$ cat src/rtl/usb_pkg.sv
// Shared USB types for the host-side transaction sequencers.
package usb_pkg;

   typedef enum logic [3:0] {
      PID_OUT   = 4'b0001,
      PID_DATA0 = 4'b0011,
      PID_DATA1 = 4'b1011,
      PID_ACK   = 4'b0010,
      PID_NAK   = 4'b1010,
      PID_STALL = 4'b1110
   } pid_t;

   typedef enum logic [1:0] {
      ST_IDLE,
      ST_TOKEN,
      ST_DATA,
      ST_RESP
   } out_trans_state_t;

endpackage

$ cat src/rtl/resp_timer.sv
// Response-wait timer plus NAK / timeout retry counters for out_trans_ctrl.
// Counters saturate at their limit and are cleared only when a transaction starts.
module resp_timer #(
   parameter int TIMEOUT_CYCLES = 256,
   parameter int MAX_TIMEOUTS   = 8,
   parameter int MAX_NAKS       = 8
) (
   input  logic clk_i,
   input  logic rst_ni,
   input  logic cnt_clr_i,
   input  logic tmr_clr_i,
   input  logic tmr_run_i,
   input  logic tmr_hold_i,
   input  logic nak_inc_i,
   input  logic to_inc_i,
   output logic timeout_o,
   output logic nak_last_o,
   output logic to_last_o
);
   localparam int TMR_W = $clog2(TIMEOUT_CYCLES);
   localparam int NAK_W = $clog2(MAX_NAKS + 1);
   localparam int TO_W  = $clog2(MAX_TIMEOUTS + 1);

   logic [TMR_W-1:0] timer_q, timer_d;
   logic [NAK_W-1:0] nak_q, nak_d;
   logic [TO_W-1:0]  to_q, to_d;

   // A packet being decoded keeps the timer pinned at zero.
   always_comb begin
      timer_d = timer_q;
      if (tmr_clr_i) begin
         timer_d = '0;
      end else if (tmr_run_i) begin
         timer_d = tmr_hold_i ? '0 : timer_q + 1'b1;
      end
   end

   always_comb begin
      nak_d = nak_q;
      to_d  = to_q;
      if (cnt_clr_i) begin
         nak_d = '0;
         to_d  = '0;
      end else begin
         if (nak_inc_i && (nak_q != NAK_W'(MAX_NAKS))) nak_d = nak_q + 1'b1;
         if (to_inc_i && (to_q != TO_W'(MAX_TIMEOUTS))) to_d = to_q + 1'b1;
      end
   end

   always_ff @(posedge clk_i or negedge rst_ni) begin
      if (!rst_ni) begin
         timer_q <= '0;
         nak_q   <= '0;
         to_q    <= '0;
      end else begin
         timer_q <= timer_d;
         nak_q   <= nak_d;
         to_q    <= to_d;
      end
   end

   assign timeout_o  = tmr_run_i && !tmr_hold_i && (timer_q == TMR_W'(TIMEOUT_CYCLES - 1));
   assign nak_last_o = (nak_q == NAK_W'(MAX_NAKS - 1));
   assign to_last_o  = (to_q == TO_W'(MAX_TIMEOUTS - 1));

endmodule

$ cat src/rtl/out_trans_ctrl.sv
// Host-side USB OUT transaction sequencer with per-endpoint data toggles and retry on NAK/timeout.
// Define OUT_TRANS_STALL_EN to end a transaction on STALL; otherwise STALL is treated as silence.
module out_trans_ctrl
   import usb_pkg::*;
#(
   parameter  int NUM_EP         = 16,
   parameter  int TIMEOUT_CYCLES = 256,
   parameter  int MAX_TIMEOUTS   = 8,
   parameter  int MAX_NAKS       = 8,
   localparam int EP_W           = (NUM_EP > 1) ? $clog2(NUM_EP) : 1
) (
   input  logic            clock,
   input  logic            reset_n,
   input  logic            start,
   input  logic [EP_W-1:0] endp,
   input  logic            toggle_clr,
   output logic            done,
   output logic            success,
   output logic            failure,
   output logic            stalled,
   input  logic            sent,
   output logic            send_OUT,
   output logic            send_DATA,
   output logic            data_pid,
   output logic [EP_W-1:0] tx_endp,
   input  logic            rec_start,
   input  logic            rec_ACK,
   input  logic            rec_NAK,
   input  logic            rec_STALL
);
   out_trans_state_t state_q, state_d;
   logic [NUM_EP-1:0] toggle_q, toggle_d;
   logic [EP_W-1:0]   tx_endp_q, tx_endp_d;
   logic send_out_q, send_out_d, send_data_q, send_data_d, data_pid_q, data_pid_d;
   logic done_q, done_d, success_q, success_d, failure_q, failure_d, stalled_q, stalled_d;
   logic in_resp, stall_in, ack_ev, stall_ev, nak_ev, to_ev, fail_ev, retry_ev;
   logic timeout_hit, nak_last, to_last;

`ifdef OUT_TRANS_STALL_EN
   assign stall_in = rec_STALL;
`else
   logic unused_stall;
   assign unused_stall = rec_STALL;
   assign stall_in     = 1'b0;
`endif

   // Same-cycle handshake priority: ACK > STALL > NAK > timeout.
   assign in_resp  = (state_q == ST_RESP);
   assign ack_ev   = in_resp && rec_ACK;
   assign stall_ev = in_resp && !rec_ACK && stall_in;
   assign nak_ev   = in_resp && !rec_ACK && !stall_in && rec_NAK;
   assign to_ev    = timeout_hit && !rec_ACK && !stall_in && !rec_NAK;
   assign fail_ev  = (nak_ev && nak_last) || (to_ev && to_last);
   assign retry_ev = (nak_ev && !nak_last) || (to_ev && !to_last);

   resp_timer #(
      .TIMEOUT_CYCLES(TIMEOUT_CYCLES),
      .MAX_TIMEOUTS  (MAX_TIMEOUTS),
      .MAX_NAKS      (MAX_NAKS)
   ) u_resp_timer (
      .clk_i     (clock),
      .rst_ni    (reset_n),
      .cnt_clr_i ((state_q == ST_IDLE) && start),
      .tmr_clr_i ((state_q == ST_DATA) && sent),
      .tmr_run_i (in_resp),
      .tmr_hold_i(rec_start),
      .nak_inc_i (nak_ev),
      .to_inc_i  (to_ev),
      .timeout_o (timeout_hit),
      .nak_last_o(nak_last),
      .to_last_o (to_last)
   );

   always_ff @(posedge clock or negedge reset_n) begin
      if (!reset_n) state_q <= ST_IDLE;
      else          state_q <= state_d;
   end

   always_comb begin
      state_d = state_q;
      case (state_q)
         ST_IDLE:  if (start) state_d = ST_TOKEN;
         ST_TOKEN: if (sent)  state_d = ST_DATA;
         ST_DATA:  if (sent)  state_d = ST_RESP;
         ST_RESP: begin
            if (ack_ev || stall_ev || fail_ev) state_d = ST_IDLE;
            else if (retry_ev)                 state_d = ST_TOKEN;
         end
         default:  state_d = ST_IDLE;
      endcase
   end

   always_comb begin
      send_out_d  = 1'b0;
      send_data_d = 1'b0;
      done_d      = 1'b0;
      success_d   = 1'b0;
      failure_d   = 1'b0;
      stalled_d   = 1'b0;
      data_pid_d  = data_pid_q;
      tx_endp_d   = tx_endp_q;
      case (state_q)
         ST_IDLE: begin
            if (start) begin
               send_out_d = 1'b1;
               tx_endp_d  = endp;
            end
         end
         ST_TOKEN: begin
            if (sent) begin
               send_data_d = 1'b1;
               data_pid_d  = toggle_q[tx_endp_q];
            end
         end
         ST_RESP: begin
            send_out_d = retry_ev;
            done_d     = ack_ev || stall_ev || fail_ev;
            success_d  = ack_ev;
            failure_d  = stall_ev || fail_ev;
            stalled_d  = stall_ev;
         end
         default: ;
      endcase
   end

   // A clear request overrides an ACK flip arriving in the same cycle.
   always_comb begin
      toggle_d = toggle_q;
      if (toggle_clr)  toggle_d = '0;
      else if (ack_ev) toggle_d[tx_endp_q] = ~toggle_q[tx_endp_q];
   end

   always_ff @(posedge clock or negedge reset_n) begin
      if (!reset_n) begin
         toggle_q    <= '0;
         tx_endp_q   <= '0;
         send_out_q  <= 1'b0;
         send_data_q <= 1'b0;
         data_pid_q  <= 1'b0;
         done_q      <= 1'b0;
         success_q   <= 1'b0;
         failure_q   <= 1'b0;
         stalled_q   <= 1'b0;
      end else begin
         toggle_q    <= toggle_d;
         tx_endp_q   <= tx_endp_d;
         send_out_q  <= send_out_d;
         send_data_q <= send_data_d;
         data_pid_q  <= data_pid_d;
         done_q      <= done_d;
         success_q   <= success_d;
         failure_q   <= failure_d;
         stalled_q   <= stalled_d;
      end
   end

   assign send_OUT  = send_out_q;
   assign send_DATA = send_data_q;
   assign data_pid  = data_pid_q;
   assign tx_endp   = tx_endp_q;
   assign done      = done_q;
   assign success   = success_q;
   assign failure   = failure_q;
   assign stalled   = stalled_q;

endmodule

$ cat config.mk
export PLATFORM = sky130hd
export DESIGN_NAME = out_trans_ctrl
export DESIGN_NICKNAME = d
export VERILOG_FILES = /design/src/rtl/usb_pkg.sv /design/src/rtl/resp_timer.sv /design/src/rtl/out_trans_ctrl.sv
export SDC_FILE = /design/constraint.sdc
export NUM_CORES = 1
export LEC_CHECK = 0
export ABC_AREA = 0
export CAP_MARGIN = 15
export CELL_PAD_IN_SITES_DETAIL_PLACEMENT = 0
export CELL_PAD_IN_SITES_GLOBAL_PLACEMENT = 1
export CORE_UTILIZATION = 40
export CTS_CLUSTER_SIZE = 16
export DETAILED_ROUTE_END_ITERATION = 10
export PLACE_DENSITY_LB_ADDON = 0.1
export SLEW_MARGIN = 20
export SYNTH_ARGS = -nofsm -noshare
export SYNTH_HDL_FRONTEND = slang
export SYNTH_SLANG_ARGS = --single-unit
$ cat constraint.sdc
create_clock -name clock -period 1.8 [get_ports clock]
set_input_delay 0.36 -clock clock [delete_from_list [all_inputs] [get_ports clock]]
set_output_delay 0.36 -clock clock [all_outputs]
set_load 0.02 [all_outputs]
==> results of run 1 <==
==> cells in the final DEF (no fill, tap or decap), types with 8 or more instances in the layout <==
cell	netlist	routed
dfrtp_1	44	42
buf_4	1	31
nand2_1	30	30
nor2_1	30	30
o21ai_0	18	18
a21oi_1	18	18
clkdlybuf4s50_1	0	18
mux2i_1	15	15
nor3_1	11	11
inv_1	10	10
ha_1	10	8
==> stage by stage <==
step	total power (µW)	area, µm²	hold slack [ns]	util (%)	setup TNS (ns)
floorplan	2180	2430	0.0644	-	0
global placement	2840	2950	0.364	50.0	-1.57
detailed placement	2850	2950	0.361	50.0	-1.61
CTS	3520	3050	0.0318	51.7	-0.0347
global route	3790	3100	0.0444	52.7	-0.0799
finish	3530	3100	0.0232	52.7	-0.0201
==> final cells by class <==
class	count	area, µm²	area share (%)
multi-input cells	194	1280	41.4
flip-flops and latches	44	1100	35.6
repair buffers	55	503	16.2
well taps	75	93.8	3.03
clock buffers	6	72.6	2.34
inverters	10	37.5	1.21
clock inverters	1	5.00	0.161
==> layer usage <==
layer  global-route usage (%)  share of wire, %  vias up
met3                     4.23               2.9        5
met2                     31.7                48       28
met1                     24.5                48      949
met5                        0                 0        -
met4                     5.36               1.2        0
li1                         -                 -     1005
==> power by group <==
| part | switching, µW | total (µW) | internal [µW] |
|---|---|---|---|
| sequential | 151 | 1300 | 1150 |
| combinational | 811 | 1620 | 810 |
| clock | 347 | 612 | 265 |
| total | 1310 | 3530 | 2220 |
==> how the worst max path moves through the flow <==
stage | start | end | cells after the start
2_1_floorplan | state_q[1] | u_resp_timer.to_q[2] | 5
3_5_place_dp | rec_ACK | u_resp_timer.to_q[2] | 5
6_report | tx_endp[0] | data_pid | 5
5_1_grt | tx_endp[0] | data_pid | 5
3_3_place_gp | rec_ACK | u_resp_timer.to_q[2] | 5
4_1_cts | tx_endp[0] | data_pid | 5
==> logic make-up after synthesis <==
group / count (synthesis)
other cells: 1
flops: 44
mux: 22
buf+inv: 19
fa+ha+maj: 10
compound gates: 49
simple gates: 108
xor+xnor: 4
==> repair_timing <==
item / 4_1_cts / 5_1_grt
setup buffers: 1 / 1
gates resized for setup: 2 / 9
pin swaps: 0 / 6
setup endpoints to repair: 3 / 7
==> registers in the layout, indices dropped and copies added, names as in the netlist, 2 cells and up <==
signal / flops
state_q: 2
toggle_q: 16
tx_endp: 4
u_resp_timer.nak_q: 4
u_resp_timer.timer_q: 8
u_resp_timer.to_q: 4
==> worst register-to-register path, stage by stage (launching register included) <==
cell and delay, ns:
dfrtp_2 0.45, buf_12 0.15, mux2i_1 0.12, mux4_1 0.54
a222oi_1 0.31, mux2_2 0.22
==> flow_metrics.tcl, run 1 <==
set metrics [dict create \
    wire_per_inst_um 14.1 \
    synth_top_family_by_area "simple AND/OR/NAND/NOR gates" \
    fillers 558 \
    finalSetupViolations 1 \
    grt_pass1_vias 1924 \
    fp-row-count 28 \
    yosys.area.top_type "dfrtp_1" \
    critPathMaxStageDelay_ns 0.54 \
    synth_edf_count 0 \
    ys_types 45 \
    crit_path_end_kind "flip-flop" \
    hold_buffers 0 \
    crit_fanout 5 \
    synth_top_area_share_pct 45.4 \
    crit_required_ns 2.05 \
    area_growth_pct 27.8 \
    synth-xor-area-share_pct 1.44 \
    cts_buffer_depth 2 \
    synth_compound_gate_area_share_pct 11.7 \
    instances_no_fill 385 \
    crit_type "flip-flop to flip-flop" \
    cellLeakagePower_uw 0.00139 \
    drcViolationCount 0 \
    final-max-slew-violation-count 0 \
    place_inst 376 \
    yosysWarnings 0 \
    start_util_pct 41.2 \
    place_ws_ns -0.216 \
    netlist_instances 257 \
    numClockSinks 44 \
    yosys-top-cells-count "dfrtp_1, nand2_1, nor2_1, a21oi_1, o21ai_0" \
    drtIter0Drc 100 \
    fmax_mhz 549 \
    grt_pass1_wl_mm 9.21 \
    r2r-end "data_pid" \
    synth_seq_area_share_pct 45.4 \
    hpwlAfterDp_mm 3.78 \
    fin_crit_ns 1.82 \
    ys_top_cells_by_area "dfrtp_1, mux2i_1, ha_1, nand2_1, nor2_1" \
    die_h_um 79.9 \
    synth-async-reset-ratio_pct 100 \
    clk_pin_slew_ns 0.09 \
    grt_max_degree 45 \
    synth-seq-cells 44 \
    violations "negative setup slack" \
    layout-drive-gt1-share_pct 18.7 \
    htree_levels 2 \
    slowest_stage "mux4_1" \
    portBuffers 21 \
    viasPerCell 5.16 \
    antenna_found_initial 0 \
    dr.pass1.iters 4 \
    power.density_nw_per_um2 1140 \
    finClkSkew_ns 0.00973 \
    gr-total-overflow 0 \
    ios 24 \
    cts-root-buf "clkbuf_8" \
    hold_viol 0 \
    gp_congestion 0.727 \
    cp-start-kind "flip-flop" \
    tritoncts "done" \
    fin_crit_sh_pct 101 \
    max_cap_viol_count 0 \
    syn-mean-instance-area_um2 9.44 \
    grt_util_all_layers_pct 19.0 \
    synthSimpleGateAreaFrac_pct 22.7 \
    rrSetupSlack_ns -0.02 \
    core_region_area_um2 5890 \
    synth_most_common_cell "dfrtp_1" \
    irDropWorstVdd_mv 0.461 \
    crit_buf_inv 1 \
    chipWidth_um 79.9 \
    grt_setup_unrepaired "yes" \
    drtAntennaViolNets 0 \
    via_count 1987 \
    synth_nets 280 \
    synth_adder_area_share_pct 5.16 \
    synth_area_um2 2430 \
    synth_mux_area_share_pct 10.1 \
    status "finished with violations" \
    min-delay-path-class "input pin to async pin" \
    synth_flop_cell "dfrtp_1" \
    n_antenna_cell 0 \
    fp.dieArea_um2 6380 \
    cts_buffers 5 \
    crit_chain "buf_12 > mux2i_1 > mux4_1 > a222oi_1 > mux2_2" \
    nets 333 \
    timing.rr.start "tx_endp[0]" \
    setup_ws_ns -0.0201 \
    routed_wl_mm 5.43 \
    worstRegToRegCells 5 \
    critPathTopFamily "multiplexers" \
    clk_latency_ns 0.30 \
    crit_arrival_ns 2.07 \
]
No activity file was read; power rests on OpenSTA's default activity.
==> inputs of run 2 (changes only) <==
--- a/config.mk
+++ b/config.mk
@@ -5,7 +5,6 @@
 export SDC_FILE = /design/constraint.sdc
 export NUM_CORES = 1
 export LEC_CHECK = 0
-export ABC_AREA = 0
 export CAP_MARGIN = 15
 export CELL_PAD_IN_SITES_DETAIL_PLACEMENT = 0
 export CELL_PAD_IN_SITES_GLOBAL_PLACEMENT = 1
==> results of run 2 <==
Same layout as run 1: the final DEF is identical, and so are final timing and power.
==> inputs of run 3 (changes only) <==
--- a/config.mk
+++ b/config.mk
@@ -5,7 +5,7 @@
 export SDC_FILE = /design/constraint.sdc
 export NUM_CORES = 1
 export LEC_CHECK = 0
-export CAP_MARGIN = 15
+export CAP_MARGIN = 20
 export CELL_PAD_IN_SITES_DETAIL_PLACEMENT = 0
 export CELL_PAD_IN_SITES_GLOBAL_PLACEMENT = 1
 export CORE_UTILIZATION = 40
==> results of run 3 <==
Same layout as run 1: the final DEF is identical, and so are final timing and power.
==> RTL change (config.mk and constraints of run 1) <==
Add a define of `OUT_TRANS_STALL_EN`.
--- a/src/rtl/out_trans_ctrl.sv
+++ b/src/rtl/out_trans_ctrl.sv
@@ -1,4 +1,6 @@
 // Host-side USB OUT transaction sequencer with per-endpoint data toggles and retry on NAK/timeout.
 // Define OUT_TRANS_STALL_EN to end a transaction on STALL; otherwise STALL is treated as silence.
+`define OUT_TRANS_STALL_EN
+
 module out_trans_ctrl
    import usb_pkg::*;
Function: changed (a bounded check fails within 10 cycles, from zero or initial values and one cycle with reset_n low).
==> RTL change against run 1 <==
The run ends with negative hold slack, negative setup slack left; sequential cell count rose by 1; largest power group unchanged; design area is 2.2% higher; utilization up 0.83 points; highest routed layer unchanged; routed wire length is 2.0% higher; clock skew down 0.0020 ns; global-route usage rose by 0.89 points; critical endpoint is now u_resp_timer.to_q[2]; hold slack lost 0.024 ns; area after synthesis grew 1.1%; total power is 0.93% lower; critical path depth did not move; worst setup slack lost 0.21 ns.
==> RTL change: results (changes against run 1) <==
- The worst clock skew is 0.00776 ns (-0.00197 ns).
- The flow ran to the end, but the final reports show violations.
- The maximum net fanout on the critical path is 2 (-3).
- The final number of setup-violating endpoints is 6 (+5).
- The number of DRC violations after detailed-routing iteration 0 is 81 (-19%).
- The final count of hold timing violations was 1 (+1).
- The quantity of I/O buffers inserted on ports was 23 (+9.5%).
- The share of final-layout standard cells stronger than drive strength 1 is 21.7% (+3.0 points).
- The count of unique library cells instantiated by Yosys is 48 (+6.7%).
- For this design, the slowest cell found on the critical path is or4_4.
- The worst-case hold slack is -0.000431 ns (-0.0237 ns).
- The leakage power summed over all cells is 1.41 nW (+1.2%).
- The detailed-placement wirelength estimate is 4210 um (+11%).
- The setup TNS after final layout is -0.925 ns (-0.905 ns).
- By count the netlist is led by dfrtp_1, nand2_1, nor2_1.
- The post-placement cell area came to 3040 sq um (+3.1%).
- The routability congestion estimate came to 0.850 (+17%).
- In this design, the largest share of critical-path delay is due to simple AND/OR/NAND/NOR gates.
- The worst ir drop on vdd is 563 uV (+22%).
- The number of nets in the synthesized netlist was 284 (+1.4%).
- The proportion of netlist area held by the largest area contributor came to 45.9% (+0.51 points).
- The pre-CTS setup slack came to -0.563 ns (-0.347 ns).
- Yosys attributes the largest share of cell area to dfrtp_1, mux2i_1, ha_1.
- The total routing usage reported by global routing was 19.9% (+0.89 points).
- The pin count of the biggest net entering global routing is 21 (-53%).
- The worst path setup slack after routing is -0.227 ns (-0.207 ns).
- The final-stage net count was 345 (+3.6%).
- The checks that failed: negative hold slack, negative setup slack.
==> RTL change: cell types whose count changed after synthesis, sizes merged, moves of 2 or more <==
cell | run 1 | this run
nand2 | 30 | 32
o211ai | 1 | 3
or3 | 0 | 2
and2 | 5 | 3
o21ai | 18 | 21
o22ai | 2 | 0
nand4 | 4 | 2
nor2b | 3 | 0
==> RTL change: timing repair <==
action                     CTS  global route
gates resized for setup      9            10
setup endpoints to repair    8            11
pin swaps                    4             1
hold buffers                 0             0
buffers inserted             1             1
==> RTL change: cell families (layout without fill, tap and decap cells) <==
family	after synthesis	in the layout	share of synthesized area (%)
AOI/OAI and AO/OA	55	55	13.6
xor gates and xnor gates	3	3	1.07
adders and majority gates	10	10	5.10
buffers and inverters	21	83	3.31
DFF	45	45	45.9
muxes	22	22	9.74
and+or+nand+nor	105	105	21.3
==> RTL change: final timing paths <==
kind                       slack (ns)                      end   startpoint
max in group asynchronous        1.22  u_resp_timer.timer_q[3]      reset_n
max                             -0.23     u_resp_timer.to_q[2]   state_q[0]
min                           -0.0004             toggle_q[14]      reset_n
min reg2reg                      0.53              toggle_q[3]  toggle_q[3]
min in group clock               0.53              toggle_q[3]  toggle_q[3]
max reg2reg                     -0.23     u_resp_timer.to_q[2]   state_q[0]
==> RTL change: area by class of cell <==
| cell class | instances | area (sq um) |
|---|---|---|
| clock buffers | 8 | 80.1 |
| fillers | 565 | 2750 |
| inverters | 11 | 41.3 |
| multi-input cells | 195 | 1290 |
| flip-flops and latches | 45 | 1130 |
| well taps | 75 | 93.8 |
| repair buffers | 64 | 537 |
==> RTL change: report_power, final <==
part           switching [W]  internal [W]  total (W)
clock               0.000332      0.000276   0.000608
sequential          0.000143       0.00118    0.00133
combinational       0.000817      0.000748    0.00157
total                0.00129       0.00221    0.00350
==> RTL change: per-layer routing <==
layer | part of all wire, % | vias to the layer above | routed length (um) | GRT usage (%)
li1 | - | 1042 | - | -
met1 | 46 | 1007 | 2540 | 24.4
met2 | 50 | 27 | 2770 | 35.1
met3 | 2.6 | 8 | 146 | 3.30
met4 | 1.3 | 0 | 74 | 6.79
met5 | 0 | - | 0 | 0
==> RTL change: metrics by stage <==
| stage | total power, W | hold slack, ns | instances |
|---|---|---|---|
| final | 0.00350 | -0.000431 | 398 |
| after detailed placement | 0.00292 | 0.343 | 388 |
| after global placement | 0.00292 | 0.335 | 388 |
| after floorplan | 0.00223 | 0.0644 | 261 |
| after global routing | 0.00377 | 0.0304 | 398 |
| after CTS | 0.00354 | 0.0127 | 397 |
